==> config.mk <==
export PLATFORM = sky130hd
export DESIGN_NAME = spi_slave_word
export DESIGN_NICKNAME = d
export VERILOG_FILES = /design/src/rtl/spi_slave_word.sv
export SDC_FILE = /design/constraint.sdc
export NUM_CORES = 1
export LEC_CHECK = 0
export CORE_UTILIZATION = 25
export DETAILED_ROUTE_END_ITERATION = 12
export GPL_ROUTABILITY_DRIVEN = 0
export HOLD_SLACK_MARGIN = 0.1
export SLEW_MARGIN = 20
export SYNTH_ARGS = -nofsm -noshare
export SYNTH_HDL_FRONTEND = slang
export SYNTH_SLANG_ARGS = --single-unit
==> constraint.sdc <==
create_clock -name clk_i -period 1.8 [get_ports clk_i]
set_input_delay 0.27 -clock clk_i [delete_from_list [all_inputs] [get_ports clk_i]]
set_output_delay 0.27 -clock clk_i [all_outputs]
set_load 0.01 [all_outputs]
==> src/rtl/spi_slave_word.sv <==
// spi_slave_word: oversampled SPI slave, all CPOL/CPHA modes.
// Word-wide TX holding register and RX word output.
`timescale 1ns/1ps
module spi_slave_word #(
  parameter int unsigned       WORD_W    = 8,
  parameter bit                CPOL      = 1'b0,
  parameter bit                CPHA      = 1'b0,
  parameter bit                LSB_FIRST = 1'b0,
  parameter int unsigned       SYNC_FF   = 2,
  parameter logic [WORD_W-1:0] TX_FILL   = '0
) (
  input  logic              clk_i,
  input  logic              rst_i,
  input  logic              spi_sclk_i,
  input  logic              spi_mosi_i,
  input  logic              spi_cs_n_i,
  output logic              spi_miso_o,
  output logic              spi_miso_oe_o,
  input  logic [WORD_W-1:0] tx_data_i,
  input  logic              tx_vld_i,
  output logic              tx_rdy_o,
  output logic [WORD_W-1:0] rx_data_o,
  output logic              rx_vld_o,
  output logic              tx_urun_o,
  output logic              frame_start_o,
  output logic              frame_end_o
);

  localparam int CW = $clog2(WORD_W);

  typedef enum logic {IDLE, ACTIVE} state_t;

  state_t              state;
  logic [SYNC_FF-1:0]  sclk_s;
  logic [SYNC_FF-1:0]  cs_s;
  logic [SYNC_FF-1:0]  mosi_s;
  logic                sclk_d;
  logic                cs_d;
  logic [CW-1:0]       cnt;
  logic                first_sh;
  logic [WORD_W-1:0]   sh_out;
  logic [WORD_W-1:0]   sh_in;
  logic [WORD_W-1:0]   hold;
  logic                hold_vld;

  logic                sclk_n;
  logic                mosi_n;
  logic                lead;
  logic                trail;
  logic                samp_e;
  logic                shft_e;
  logic                cs_fall;
  logic                cs_rise;
  logic                accept;
  logic                reload;
  logic                wrap;
  logic [WORD_W-1:0]   sh_in_nx;
  logic [WORD_W-1:0]   sh_out_nx;

  always_ff @(posedge clk_i) begin
    if (rst_i) begin
      sclk_s <= {SYNC_FF{CPOL}};
      cs_s   <= '1;
      mosi_s <= '0;
      sclk_d <= CPOL;
      cs_d   <= 1'b1;
    end else begin
      sclk_s <= {sclk_s[SYNC_FF-2:0], spi_sclk_i};
      cs_s   <= {cs_s[SYNC_FF-2:0], spi_cs_n_i};
      mosi_s <= {mosi_s[SYNC_FF-2:0], spi_mosi_i};
      sclk_d <= sclk_s[SYNC_FF-1];
      cs_d   <= cs_s[SYNC_FF-1];
    end
  end

  assign sclk_n  = sclk_s[SYNC_FF-1];
  assign mosi_n  = mosi_s[SYNC_FF-1];
  assign lead    = (sclk_n != CPOL) && (sclk_d == CPOL);
  assign trail   = (sclk_n == CPOL) && (sclk_d != CPOL);
  assign samp_e  = CPHA ? trail : lead;
  assign shft_e  = CPHA ? lead : trail;
  assign cs_fall = !cs_s[SYNC_FF-1] && cs_d;
  assign cs_rise = cs_s[SYNC_FF-1] && !cs_d;
  assign accept  = tx_vld_i && !hold_vld;
  assign wrap    = (cnt == CW'(WORD_W - 1));

  // first shift of a CPHA=1 frame presents the entry-loaded word
  assign reload = (state == IDLE) ? cs_fall :
                  (shft_e && !cs_rise && cnt == '0 && !first_sh);

  always_comb begin
    sh_in_nx  = '0;
    sh_out_nx = '0;
    if (LSB_FIRST) begin
      sh_in_nx  = {mosi_n, sh_in[WORD_W-1:1]};
      sh_out_nx = {1'b0, sh_out[WORD_W-1:1]};
    end else begin
      sh_in_nx  = {sh_in[WORD_W-2:0], mosi_n};
      sh_out_nx = {sh_out[WORD_W-2:0], 1'b0};
    end
  end

  always_ff @(posedge clk_i) begin
    if (rst_i) begin
      state         <= IDLE;
      cnt           <= '0;
      first_sh      <= 1'b0;
      sh_out        <= '0;
      sh_in         <= '0;
      hold          <= '0;
      hold_vld      <= 1'b0;
      rx_data_o     <= '0;
      rx_vld_o      <= 1'b0;
      tx_urun_o     <= 1'b0;
      frame_start_o <= 1'b0;
      frame_end_o   <= 1'b0;
    end else begin
      rx_vld_o      <= 1'b0;
      tx_urun_o     <= 1'b0;
      frame_start_o <= 1'b0;
      frame_end_o   <= 1'b0;
      if (reload) begin
        if (hold_vld) begin
          sh_out   <= hold;
          hold_vld <= 1'b0;
        end else begin
          sh_out    <= TX_FILL;
          tx_urun_o <= 1'b1;
        end
      end
      if (accept) begin
        hold     <= tx_data_i;
        hold_vld <= 1'b1;
      end
      unique case (state)
        IDLE: begin
          if (cs_fall) begin
            state         <= ACTIVE;
            frame_start_o <= 1'b1;
            cnt           <= '0;
            first_sh      <= 1'b1;
          end
        end
        ACTIVE: begin
          if (cs_rise) begin
            state       <= IDLE;
            frame_end_o <= 1'b1;
            cnt         <= '0;
          end else if (samp_e) begin
            sh_in <= sh_in_nx;
            if (wrap) begin
              cnt       <= '0;
              rx_data_o <= sh_in_nx;
              rx_vld_o  <= 1'b1;
            end else begin
              cnt <= cnt + CW'(1);
            end
          end else if (shft_e) begin
            first_sh <= 1'b0;
            if (cnt != '0) sh_out <= sh_out_nx;
          end
        end
      endcase
    end
  end

  assign tx_rdy_o      = !hold_vld;
  assign spi_miso_oe_o = (state == ACTIVE);
  assign spi_miso_o    = (state == ACTIVE) &&
                         (LSB_FIRST ? sh_out[0] : sh_out[WORD_W-1]);

endmodule

Word level (Yosys, flattened, before mapping). Index checks and enable logic that the tools add are counted.

Input port bits: 14. Register bits: 49. Word-level logic and storage cells: 81. Output and inout port bits: 15.

Reductions and logical operators: 25. Bitwise gates (word level): 6. $add $sub $neg: 1. Eq/ne operators: 6. Multiplexer cells: 26.

Operators by type and width (number): 2-to-1 mux 8 bit (7); 2-to-1 mux 1 bit (12); 2-to-1 mux 3 bit (4); logical AND 1 bit (9); AND reduction 4 bit (2); != test 2 bit, second input constant (3); NOT 1 bit (6); case mux 3 bit (2 select lines) (1); OR reduction 2 bit (3); zero test 1 bit (5); case mux 1 bit (2 select lines) (2); OR reduction 4 bit (1); adder 3 x 1 -> 3 bit, second input constant (1); equality test 3 bit, second input constant (1); zero test 3 bit (1); != test 3 x 1 -> 1 bit, second input constant (1); AND reduction 3 bit (1); nonzero test 3 bit (1); != test 2 x 1 -> 1 bit, second input constant (1); AND reduction 2 bit (1); nonzero test 2 bit (1).

Depth between registers and ports, before layout. Gate-level depths: netlist (run 1).

Depth after elaboration: 13. Mapped depth: 8. Mapped depth without buffers: 6.

Least setup slack after synthesis (run 1). Ideal clock, no wire load.

Path kind: flip-flop to flip-flop. Start: reg cnt[0]. End: reg sh_out[2]. Clock period less this slack: 1.732 ns. Data required time: 1.658 ns. Setup time: 0.142 ns. Stages on the path, launching flop included: 9. Setup slack: 0.068 ns. Data arrival time: 1.589 ns. Path buffers: 2. Path through: dfxtp_1 -> inv_1 -> ha_1 -> nor2b_1 -> or4b_1 -> buf_2 -> buf_6 -> nor2_1 -> a311oi_2.

Longest elaborated chain between the ends: 10. Elaborated cells on any way between the ends: 11. Those cells by class: mux (7); reduce/logical (4).

Ends and longest elaborated chain: from (decl) (line 39) `logic [CW-1:0] cnt;`; from (signal assigned) (line 156) `cnt <= cnt + CW'(1);`; zero test 3 bit (line 89) `(shft_e && !cs_rise && cnt == '0 && !first_sh);`; logical AND 1 bit (2 in series) (line 89); 2-to-1 mux 1 bit (line 88) `assign reload = (state == IDLE) ? cs_fall :`; 2-to-1 mux 8 bit (line 122) `if (reload) begin`; 2-to-1 mux 8 bit (line 160) `if (cnt != '0) sh_out <= sh_out_nx;`; 2-to-1 mux 8 bit (line 158) `end else if (shft_e) begin`; 2-to-1 mux 8 bit (line 149) `end else if (samp_e) begin`; 2-to-1 mux 8 bit (line 145) `if (cs_rise) begin`; 2-to-1 mux 8 bit (*) (line 135) `unique case (state)`; to (signal assigned) (line 124) `sh_out <= hold;`; to (signal assigned) (line 160); to (decl) (line 41) `logic [WORD_W-1:0] sh_out;`.

Every way passes the cells marked *; elsewhere a longest branch is shown, timed or not. A chain may end at the register's enable or synchronous reset.

Worst setup path after layout (run 1).
Start: reg cnt[0]. End: reg sh_out[4].

The elaborated chain is that of the path after synthesis.

==> impl_summary.md, run 1 <==
Critical path
The endpoint type of the worst setup path is a flop. The worst endpoint data arrival time is around 1.9 ns. The critical path ends at sh_out[4]. The largest driver fanout on the critical path is 15. The worst reg2reg path depth is 7. In this run the critical register-to-register path is captured at sh_out[4]. For the worst setup path, the data required time is between 1.5 and 2 ns. The slowest stage cell on the critical path is sky130_fd_sc_hd__or4b_4. Walking the worst path, the cells encountered are inv_1 -> ha_1 -> nor2b_1 -> or4b_4 -> buf_8 -> nor2_1 -> a311oi_2. By startpoint and endpoint, the worst setup path is classified as flop to flop. In this run the register-to-register setup slack is between 0.09 and 0.1 ns.

The largest single stage delay on the critical path is ~0.49 ns. In this run the critical register-to-register path is launched from cnt[0]. The kind of launch point of the worst setup path is a flop. The launch point of the critical path is cnt[0].

Detailed routing
In the routed design, unresolved DRC markers number 0. After the first detailed-routing iteration, the DRC count stood at 73. The count of nets left with antenna violations once routing finished came out at 0. The first detailed-routing pass ran for 4 iterations.

After detailed routing, the total wire length is 3570 um. The via count is 1423. Dividing the detail-routed wire length by the instance count gives about 11 um. The detail-routed via count per cell is 4.31.

Clocking
The insertion delay of the later-clocked pin in the worst-skew pair is 0.30 ns. Clock-pin slew was measured on the worst setup and hold paths at around 0.090 ns. The CTS tree is yes. The root buffer cell chosen for the clock tree is sky130_fd_sc_hd__clkbuf_8. The number of clock buffers added by TritonCTS is 5.

The clock net in this run drives a total of 49 sinks. After clock tree synthesis, the flow added hold-fix buffers numbering 0. The buffer levels on the longest clock path is 2. The clock tree synthesis step divided the H-tree into 2 levels.

Yosys
After synthesis, the cell types taking the most area are sky130_fd_sc_hd__dfxtp_1 51%, sky130_fd_sc_hd__mux2i_1 7.9%, sky130_fd_sc_hd__a311oi_2 5.5%. The count of warnings emitted by yosys is 0. The synthesized design contains 49 register bits. The prevailing post-synth register cell is sky130_fd_sc_hd__dfxtp_1.

The mapped netlist covers 0.00191 mm2. The share of the synthesized area in the top cell type is between 50% and 60%. Sequential cells were found to cover between 50% and 60% of the synthesized design area. Of all flip-flops after synthesis, the portion carrying an async set or reset was 0%. The number of nets produced by synthesis is 218. The number of distinct library cell variants in the gate-level netlist after synthesis is 29.

By count the netlist is led by 49 x sky130_fd_sc_hd__dfxtp_1, 26 x sky130_fd_sc_hd__nand2_1, 26 x sky130_fd_sc_hd__nor2_1. In this run, synthesis inferred 0 flip-flops with an integrated enable. The most common cell in the synthesized netlist is sky130_fd_sc_hd__dfxtp_1.

The cell type with the highest aggregate area in the netlist is sky130_fd_sc_hd__dfxtp_1. Counting every instance in the synthesized netlist gives approximately 200. A synthesized cell averages 9.49 um2.

STA
The number of hold violations in the final report is 0. Setup repair after global routing left no endpoint under its margin. Timing would allow up to 586 MHz.

Setup violations remaining at the end of the flow were counted as 0. Hold is met by 0.416 ns. The setup total negative slack is 0 ns.

The max-slew violation count was 0. The worst path meets setup with 0.0947 ns of slack. The clock period minus worst slack is 1.71 ns.

For the pin with the worst max-slew slack, the measured transition is approximately 0.74 ns. The clock tree skew after final layout is around 0.011 ns. Of the available clock period, the critical path in the final layout requires 94.7%. The worst slew margin relative to its limit is 51.0%.

GRT
The wire length of the first global-routing pass is 6080 um. The via count of the first global-routing pass came to 1361. Global routing consumed, over all layers together, between 9 and 10% of the routing resources. The initial antenna violation count was 0. Global routing finished with a remaining overflow of 0. The maximum number of pins on one net before global-route repair is 41.

Power
Dividing total power by cell area gives a power density of 785 mW/mm2. The maximum ir drop on the vdd rail is slightly above 0.4 mV. In this run the static leakage power is 0.959 nW.

Placement
Input and output buffers added on the ports amount to 28. The worst slack after detailed placement is -0.0322 ns. Detailed placement ended at an HPWL of 2470 um.

Die
In this run the horizontal extent of the chip is 89.3 um. In this run the vertical extent of the chip is 89.3 um. The effective utilization at floorplan is a little over a quarter.

In this run the core area contains 31 standard-cell rows. For this design the top-level I/O count stands at 29. The floorplan step defined a core boundary enclosing 0.00733 mm2. The die area is approximately 0.0080 mm2.

Cells and area
The layout has 746 filler cells. The repair_antennas step left the layout with diodes totalling 0. The net count of the finished layout is 247. The signed area change from the synthesized netlist to the final layout is 26.4%. Cells with a size suffix above 1 make up ~14% of the layout.

Worst hold path
In this run the most critical hold path is launched from cs_s[0]. The type of the most critical hold path is flop to flop.

Outcome
The run finished with clean final reports.

Run
The max-cap check violation count is 0.
worst min-delay path by stage:
| stage | cells past startpoint | to | slack [ns] |
|---|---|---|---|
| 2_1_floorplan | 1 | cs_s[0] | 0.37 |
| 3_3_place_gp | 1 | cs_s[1] | 0.40 |
| 3_5_place_dp | 1 | cs_s[1] | 0.40 |
| 4_1_cts | 1 | cs_s[1] | 0.42 |
| 5_1_grt | 1 | cs_s[1] | 0.44 |
| 6_report | 1 | cs_s[1] | 0.42 |
worst max-delay path: cells and delay by family (launching register included):
kind	cells	cell delay [ns]
and+or+nand+nor	3	0.75
DFF	1	0.36
buffers and inverters	2	0.22
adders and majority gates	1	0.19
AOI/OAI and AO/OA	1	0.06
flip-flops by register name, summed over array words and instances (netlist names), 2 cells and up:
signal and flops:
sclk_s 2, cnt 3, sh_out 8, rx_data_o 8, hold 8, sh_in 7, mosi_s 2, cs_s 2
cell usage in the layout, fill, tap and decap left out, types with 7 or more instances in the layout:
cell                              netlist  routed
sky130_fd_sc_hd__a311oi_2               7       7
sky130_fd_sc_hd__nor2b_1                8       8
sky130_fd_sc_hd__dfxtp_1               49      47
sky130_fd_sc_hd__nor2_1                26      26
sky130_fd_sc_hd__buf_4                  0       7
sky130_fd_sc_hd__a21oi_1               15      15
sky130_fd_sc_hd__nand2_1               26      26
sky130_fd_sc_hd__mux2i_1               15      15
sky130_fd_sc_hd__nand3_1               11      11
sky130_fd_sc_hd__clkdlybuf4s50_1        0      27
stage by stage:
stage | utilization, % | area, um2 | total power [mW] | cells
4_1_cts | 32.7 | 2400 | 1.92 | 330
5_1_grt | 32.9 | 2410 | 2.00 | 330
6_report | 32.9 | 2410 | 1.89 | 330
3_5_place_dp | 31.4 | 2300 | 1.28 | 322
3_3_place_gp | 31.4 | 2300 | 1.28 | 322
2_1_floorplan | - | 1910 | 1.22 | 201
kinds of logic after synthesis:
kind of cell | synth area share (%)
adder cells (fa/ha/maj) | 1.97
flip-flops | 51.4
multiplexers | 7.87
AND/OR/NAND/NOR | 23.6
AO/OA/AOI/OAI | 11.1
buffers and inverters | 4.00
area by class of cell:
cell class,count,area (um2),area share [%]
multi-input cells,135,862,35.8
repair buffers,36,343,14.2
clock buffers,6,72.6,3.01
clock inverters,2,15.0,0.623
inverters,3,11.3,0.467
flip-flops and latches,49,983,40.8
well taps,99,124,5.14
repair_timing:
action	4_1_cts	5_1_grt
gates resized for setup	1	5
setup buffers	0	0
endpoints found under the setup margin	1	8
cloned	0	0
hold endpoints to repair	0	0
metal layers:
metal,GRT usage [%],up-vias,part of all wire [%]
li1,-,735,-
met1,12.2,659,48
met2,16.4,25,46
met3,2.68,4,4.6
met4,3.90,0,1.1
met5,0,-,0
report_power, final:
group          switching (mW)  internal [mW]  total (mW)
clock                   0.360          0.274       0.634
combinational          0.0703         0.0657       0.136
sequential             0.0133           1.11        1.12
(Power assumes the default switching activity.)
==> inputs of run 2 (changes only) <==
--- a/config.mk
+++ b/config.mk
@@ -7,2 +7,3 @@
 export LEC_CHECK = 0
+export ABC_AREA = 1
 export CORE_UTILIZATION = 25
==> constraint.sdc (replaced) <==
create_clock -name clk_i -period 1.8 [get_ports clk_i]
set_input_delay 0.36 -clock clk_i [delete_from_list [all_inputs] [get_ports clk_i]]
set_output_delay 0.36 -clock clk_i [all_outputs]
set_load 0.01 [all_outputs]
==> run 2 against run 1 <==
Net effect:
- cell count increased by 12%
- count of clock-buffer cells in the layout decreased by 1
- critical path depth decreased by 4
- utilization increased by 0.56 points
- design area increased by 2.2%
- setup slack got worse by 0.011 ns
- non-clock buffer count decreased by 5
- critical endpoint is now spi_miso_o
==> impl_summary.md, run 2 <==
Critical path
The delay contributed by the slowest stage of the critical path is roughly 0.52 ns. The critical path start-end classification is flop to primary output. At the worst endpoint, the required time is roughly 1.4 ns.

The startpoint identified for the worst register-to-register timing path is cnt[0]. Along the worst path, the maximum fanout reaches 4. The setup slack of the worst register-to-register path is 0.28 ns. In this run the critical register-to-register path is captured at hold_vld.

The kind of launch point of the worst setup path is a flop. Following the worst setup path forward leads to its endpoint at spi_miso_o. The launch point of the critical path is spi_miso_oe_o. The worst reg2reg path depth is 9. The slowest stage cell on the critical path is sky130_fd_sc_hd__clkdlybuf4s50_1.

The worst endpoint data arrival time is 1.36 ns. Traced cell by cell, the critical path runs through nand2_1 -> inv_1 -> clkdlybuf4s50_1. The worst setup path is captured at a primary output.

Clocking
In this run, CTS created clock tree buffers numbering 5. The number of hold-repair buffers added at the cts stage is 0. The later pin in the worst-skew pair is clocked with a latency of 0.31 ns. For this design, the sink count on the clock tree is 49. Clock-pin slew was measured on the worst setup and hold paths at 0.08 ns. The post-cts sizing count is 0. The post-CTS setup buffer count is 0. TritonCTS built the clock tree. The buffer levels on the longest clock path is 2.

CTS placed an instance of sky130_fd_sc_hd__clkbuf_8 at the clock tree root. The H-tree level count is 2.

Cells and area
In the final layout, the registers with the most flip-flops are hold x8, rx_data_o x8, sh_out x8. In the layout the commonest cells are 49 x sky130_fd_sc_hd__nor2_1, 49 x sky130_fd_sc_hd__dfxtp_1, 31 x sky130_fd_sc_hd__nand2_1. The repair_antennas step left the layout with diodes totalling 0. The net count of the finished layout is 288. The fraction of final layout cells with drive strength greater than 1 is 11.4%. Once layout is complete, the utilization of the core stands at 33.4%.

From synthesis to final layout, the design area changed by 27.7%.

GRT
Global routing used 9.69% of the available tracks across all layers. The via count of the first global-routing pass is 1430. The first global-routing pass estimated 6400 um of wire. The initial antenna violation count is 0. Entering global routing, the biggest net connects 35 pins. After global routing the overflow that remains totals 0.

Detailed routing
The via count is roughly 1600. In the final routed layout, each cell accounts on average for 9.94 um. Wires add up to 3690 um. The number of detailed-route iterations in the first pass is 4.

In the routed design, unresolved DRC markers number 0. The number of nets still failing antenna checks after routing is 0. For this block, the initial DRC count from the detailed router was 98.

Using the TritonRoute via totals, the vias-per-cell ratio works out to 4.22.

STA
The setup slack of the critical path after layout is 0.0838 ns. The max-slew violation count is 0. The clock period minus worst slack is 1.72 ns. The number of hold violations in the final report is 0. The maximum clock frequency is about 580 MHz. At the pin with the least slew margin, the transition time is around 0.45 ns. Setup repair after global routing left no endpoint under its margin. The final period utilization is between 90% and 100%. Setup violations remaining at the end of the flow were counted as 0. In the final timing run, aggregate negative setup slack is 0 ns.

The worst slew margin relative to its limit is 69.8%. Clock skew on the completed layout was measured at between 0.01 and 0.015 ns.

Run
The tool flagged a number of max-cap violations equal to 0.

Yosys
The sequential share of the synthesized area is 50.8%. The biggest area contributor in the post-synthesis netlist is sky130_fd_sc_hd__dfxtp_1. The synthesized flop and latch total is 49. The count of warnings emitted by yosys is 0. The prevailing post-synth register cell is sky130_fd_sc_hd__dfxtp_1. The gate count of the mapped netlist is 241.

The post-synthesis average cell area is about 8.0 um2. In the synthesized netlist, the cells that appear most often are 49 x sky130_fd_sc_hd__dfxtp_1, 49 x sky130_fd_sc_hd__nor2_1, 31 x sky130_fd_sc_hd__nand2_1. The number of nets produced by synthesis is 258. The number of distinct library cell variants in the gate-level netlist after synthesis is 28. The synthesized netlist occupies a cell area of 0.00193 mm2. The share of flip-flops with an asynchronous set or reset after synthesis is 0%. Yosys mapped a number of flops with a built-in enable equal to 0. The share of the synthesized area in the top cell type is between 50% and 60%. Yosys attributes the largest share of cell area to sky130_fd_sc_hd__dfxtp_1 51%, sky130_fd_sc_hd__nor2_1 9.5%, sky130_fd_sc_hd__o21ai_0 7.5%.

Power
The maximum ir drop on the vdd rail is 0.344 mV. For this design the static power due to leakage is 1.06 nW. After layout, the design draws a total of approximately 2.2 mW. For this design the ratio of total power to cell area is 910 mW/mm2.

Die
The number of placement rows is 31. The die is 89.9 um wide. The overall die height is 89.9 um. The core region is between 0.007 and 0.008 mm2. The boundary pin count is 29. The die area is 0.00808 mm2. For this configuration, the core starts out at a cell density of 26.2%.

Placement
OpenSTA, run right after detailed placement, puts the worst setup slack at 0.293 ns. The post-detailed-placement half-perimeter wirelength is 2580 um. The count of buffers from port buffering is 28.

Worst hold path
The source of the worst hold timing path is sclk_s[0]. The path class of the tightest hold or removal check is flop to flop.

Outcome
The flow ran to the end, and the final reports show no timing, DRC or antenna violations.
-- run 2: changes by cell type in the layout (fill, tap and decap cells not counted), sizes merged, moves of 3 or more --
| cell | before | now |
|---|---|---|
| nand2 | 26 | 33 |
| a311oi | 7 | 0 |
| o21ai | 2 | 33 |
| nand4 | 4 | 0 |
| nor2b | 9 | 0 |
| inv | 3 | 25 |
| a21oi | 15 | 21 |
| mux2i | 15 | 0 |
| nor2 | 26 | 52 |
| buf | 9 | 3 |
| nand2b | 3 | 0 |
-- run 2: area by class of cell --
type / instances / area, um2
clock inverter: 3 / 68.8
clock buffer: 5 / 68.8
inverter: 24 / 92.6
fill: 796 / 4900
tap: 99 / 124
timing repair buffer: 31 / 315
multi-input combinational: 160 / 815
sequential: 49 / 981
-- run 2: power breakdown --
part	internal (mW)	total [mW]	switching, mW
logic	0.0758	0.172	0.0959
clock network	0.559	0.931	0.372
registers	1.12	1.14	0.0191
-- run 2: cells by family after synthesis --
logic type      Yosys count  synth area share, %
simple gates            101                 23.6
buf+inv                  32                 7.00
compound gates           56                 16.7
flops                    49                 50.8
fa+ha+maj                 3                 1.94
-- run 2: layer usage --
metal | track usage, % | share of wire, % | vias to the layer above
met5 | 0 | 0 | -
met1 | 13.2 | 51 | 701
met3 | 2.37 | 3.9 | 6
li1 | - | - | 830
met2 | 14.2 | 43 | 30
met4 | 4.84 | 2.0 | 0
-- run 2: worst min path at each step --
stage / end / depth (start not counted)
global route: cs_s[1] / 1
CTS: sclk_s[1] / 2
floorplan: mosi_s[1] / 2
detailed placement: cs_s[1] / 1
global placement: sclk_s[1] / 2
finish: sclk_s[1] / 2
-- run 2: critical path: cells and delay by family, from the launching register on --
family / cells / cell delay [ns]
buffers and inverters: 2 / 0.58
DFF: 1 / 0.40
and+or+nand+nor: 1 / 0.08
-- run 2: per-stage QoR --
step                      std cells  area, um2  hold WS (ns)
after global placement          363       2330         0.391
after floorplan                 241       1930         0.388
after CTS                       371       2460         0.414
final                           371       2460         0.410
after detailed placement        363       2330         0.398
after global routing            371       2460         0.429
==> inputs of run 3 (changes only) <==
ABC_AREA = 0   (was 1)
CORE_MARGIN = 3   (was unset)
==> run 3 against run 2 <==
Net effect:
- sequential power hardly changed
- hold slack better by 0.0023 ns
- clock skew is 0.0033 ns lower
- wire length is 1.5% lower
- utilization is 0.57 points lower
- sequential share of layout area is 1.0 points higher
- setup slack better by 0.0075 ns
- critical path type unchanged
- critical endpoint unchanged
==> impl_summary.md, run 3 (synthesis gave the netlist of run 1 again) <==
GRT
The via count of the first global-routing pass was 1431. The total track usage is 8.94%. Summed over all layers, the global routing overflow is 0. Entering global routing, the biggest net connects 34 pins. The initial antenna violation count is 0. The wire length of the first global-routing pass is 6330 um.

Clocking
In this run the deepest clock path goes through 2 buffers. The CTS tree is yes. The clock drives 49 sinks. The cell at the root of the clock tree is sky130_fd_sc_hd__clkbuf_8. Clock-pin slew was measured on the worst setup and hold paths at 0.08 ns.

The post-CTS setup buffer count is 0. The H-tree level count is 2. The number of clock buffers added by TritonCTS is 5.

At the later pin of the worst-skew pair, clock insertion delay measures 0.30 ns.

Cells and area
The fill cell instance count of the final layout is about 760. The final antenna diode count is 0. The net count of the finished layout is between 200 and 250. Leaving out fill and tap cells, the most frequent cells in the layout are 47 x sky130_fd_sc_hd__dfxtp_1, 27 x sky130_fd_sc_hd__clkdlybuf4s50_1, 26 x sky130_fd_sc_hd__nand2_1. Leaving out fill and tap cells, the most frequent cell in the layout is sky130_fd_sc_hd__dfxtp_1. The largest registers in the layout are hold x8, rx_data_o x8, sh_out x8. From synthesis to final layout, the design area changed by 26.4%. The post-route netlist has 13.9% of its cells at a drive strength greater than 1.

STA
The tightest hold path in the finished design has a slack of 0.413 ns. Setup repair after global routing could not meet its margin everywhere. Setup violations remaining at the end of the flow were counted as 0.

The worst slew margin relative to its limit is 53.3%. The maximum clock frequency is 585 MHz. The setup total negative slack is 0 ns. The final period utilization is a little over nine tenths. The clock period minus worst slack is 1.71 ns. The max-slew violation count is 0. The number of hold violations in the final report is 0. The slew at the pin closest to its max-slew limit is 0.700 ns.

The clock tree skew after final layout is 0.00889 ns.

Run
The max-cap check violation count is 0.

Detailed routing
The total DRC errors in the routed layout is 0. In the final routed layout, each cell accounts on average for 11.0 um. The number of DRC markers in iteration 0 is 61. The routed layout has 1442 vias.

The pre-antenna-repair detailed-routing pass consisted of 4 iterations. The number of nets still failing antenna checks after routing is 0. In the routed layout, each cell is associated on average with a via count of about 4.4. The final layout contains routed wiring with a total length of 3630 um.

Worst hold path
The worst hold path depth is 1. The type of the most critical hold path is flop to flop. The path with the worst hold slack has its endpoint at cs_s[1]. The worst hold path begins at cs_s[0].

Critical path
The largest driver fanout on the critical path is 7. The worst endpoint data arrival time is roughly 1.4 ns. The worst reg2reg path depth is 7. The worst register-to-register path begins at cnt[0]. The worst register-to-register path ends at sh_out[5]. At the worst endpoint, the required time is about 1.4 ns. The critical path start-end classification is flop to primary output. The endpoint type of the worst setup path is a primary output. STA classifies the critical path startpoint as a flop. Setup slack on the worst reg-to-reg path comes out at 0.09 ns.

Placement
The post-detailed-placement half-perimeter wirelength is 2550 um. Input and output buffers added on the ports amount to 28.

Die
The overall die height is approximately 93 um. The die span in x is 93.3 um. The number of placement rows is 31.

The floorplan step defined a die boundary enclosing 0.00871 mm2. The total area inside the core boundary comes to 0.00733 mm2. The effective utilization at floorplan is 26.0%.

The boundary pin count is 29.

Power
The power density over the cells is 784 mW/mm2. The total power is 1.89 mW. The relative contribution of combinational cells to total power is just over 7%. The worst-case IR drop observed on VDD is 0.418 mV. Of the total power, the clock network draws 33.4%. In this run switching power makes up 23.2% of total power.

The design internal power is 1.45 mW. In this run the power spent charging and discharging nets is around 0.44 mW. The proportion of power drawn by flip-flops and latches is about 59%. The total leakage power is between 0.9 and 1 nW.

Outcome
The flow ran to the end, and the final reports show no timing, DRC or antenna violations.
==> run 3: how the worst max path moves through the flow <==
| stage | startpoint | end | slack (ns) |
|---|---|---|---|
| 2_1_floorplan | cnt[0] | sh_out[2] | 0.07 |
| 3_3_place_gp | cnt[0] | sh_out[6] | 0.09 |
| 3_5_place_dp | cnt[0] | sh_out[3] | 0.04 |
| 4_1_cts | cnt[0] | sh_out[3] | 0.03 |
| 5_1_grt | cnt[0] | sh_out[1] | -0.005 |
| 6_report | spi_miso_oe_o | spi_miso_o | 0.09 |
==> run 3: final cells by class <==
| type | count | area (um2) | area share (%) |
|---|---|---|---|
| flip-flops and latches | 49 | 983 | 40.8 |
| well taps | 99 | 124 | 5.14 |
| repair buffers | 36 | 352 | 14.6 |
| clock inverters | 2 | 15.0 | 0.623 |
| inverters | 3 | 11.3 | 0.467 |
| multi-input cells | 135 | 852 | 35.4 |
| clock buffers | 6 | 72.6 | 3.01 |
==> run 3: repair_timing <==
action,4_1_cts,5_1_grt
endpoints found under the setup margin,1,7
resized for setup,1,3
pin swaps,0,0
hold buffers,0,0
==> run 3: critical path: stages, from the launching register on <==
cell	delay, ns
sky130_fd_sc_hd__dfxtp_2	0.40
sky130_fd_sc_hd__and2_1	0.14
sky130_fd_sc_hd__clkdlybuf4s50_1	0.52
==> run 3: metrics by stage <==
step / cells / worst slack [ns] / utilization, % / area [um2]
3_5_place_dp: 322 / 0.0430 / 31.6 / 2310
3_3_place_gp: 322 / 0.0934 / 31.6 / 2310
6_report: 330 / 0.0913 / 32.9 / 2410
5_1_grt: 330 / -0.00507 / 32.9 / 2410
4_1_cts: 330 / 0.0289 / 32.8 / 2400
2_1_floorplan: 201 / 0.0684 / - / 1910
==> run 3: power by group through the flow <==
stage	registers [mW]	clock network [mW]	logic (mW)
floorplan	1.14	0	0.0756
global placement	1.15	0	0.138
detailed placement	1.15	0	0.138
CTS	1.12	0.669	0.139
global route	1.13	0.704	0.152
finish	1.12	0.631	0.136
==> run 3: per-layer routing <==
metal	global-route usage [%]	part of all wire [%]
met2	14.2	46
met3	2.82	5.4
met4	3.30	1.2
met1	11.3	47
met5	0	0
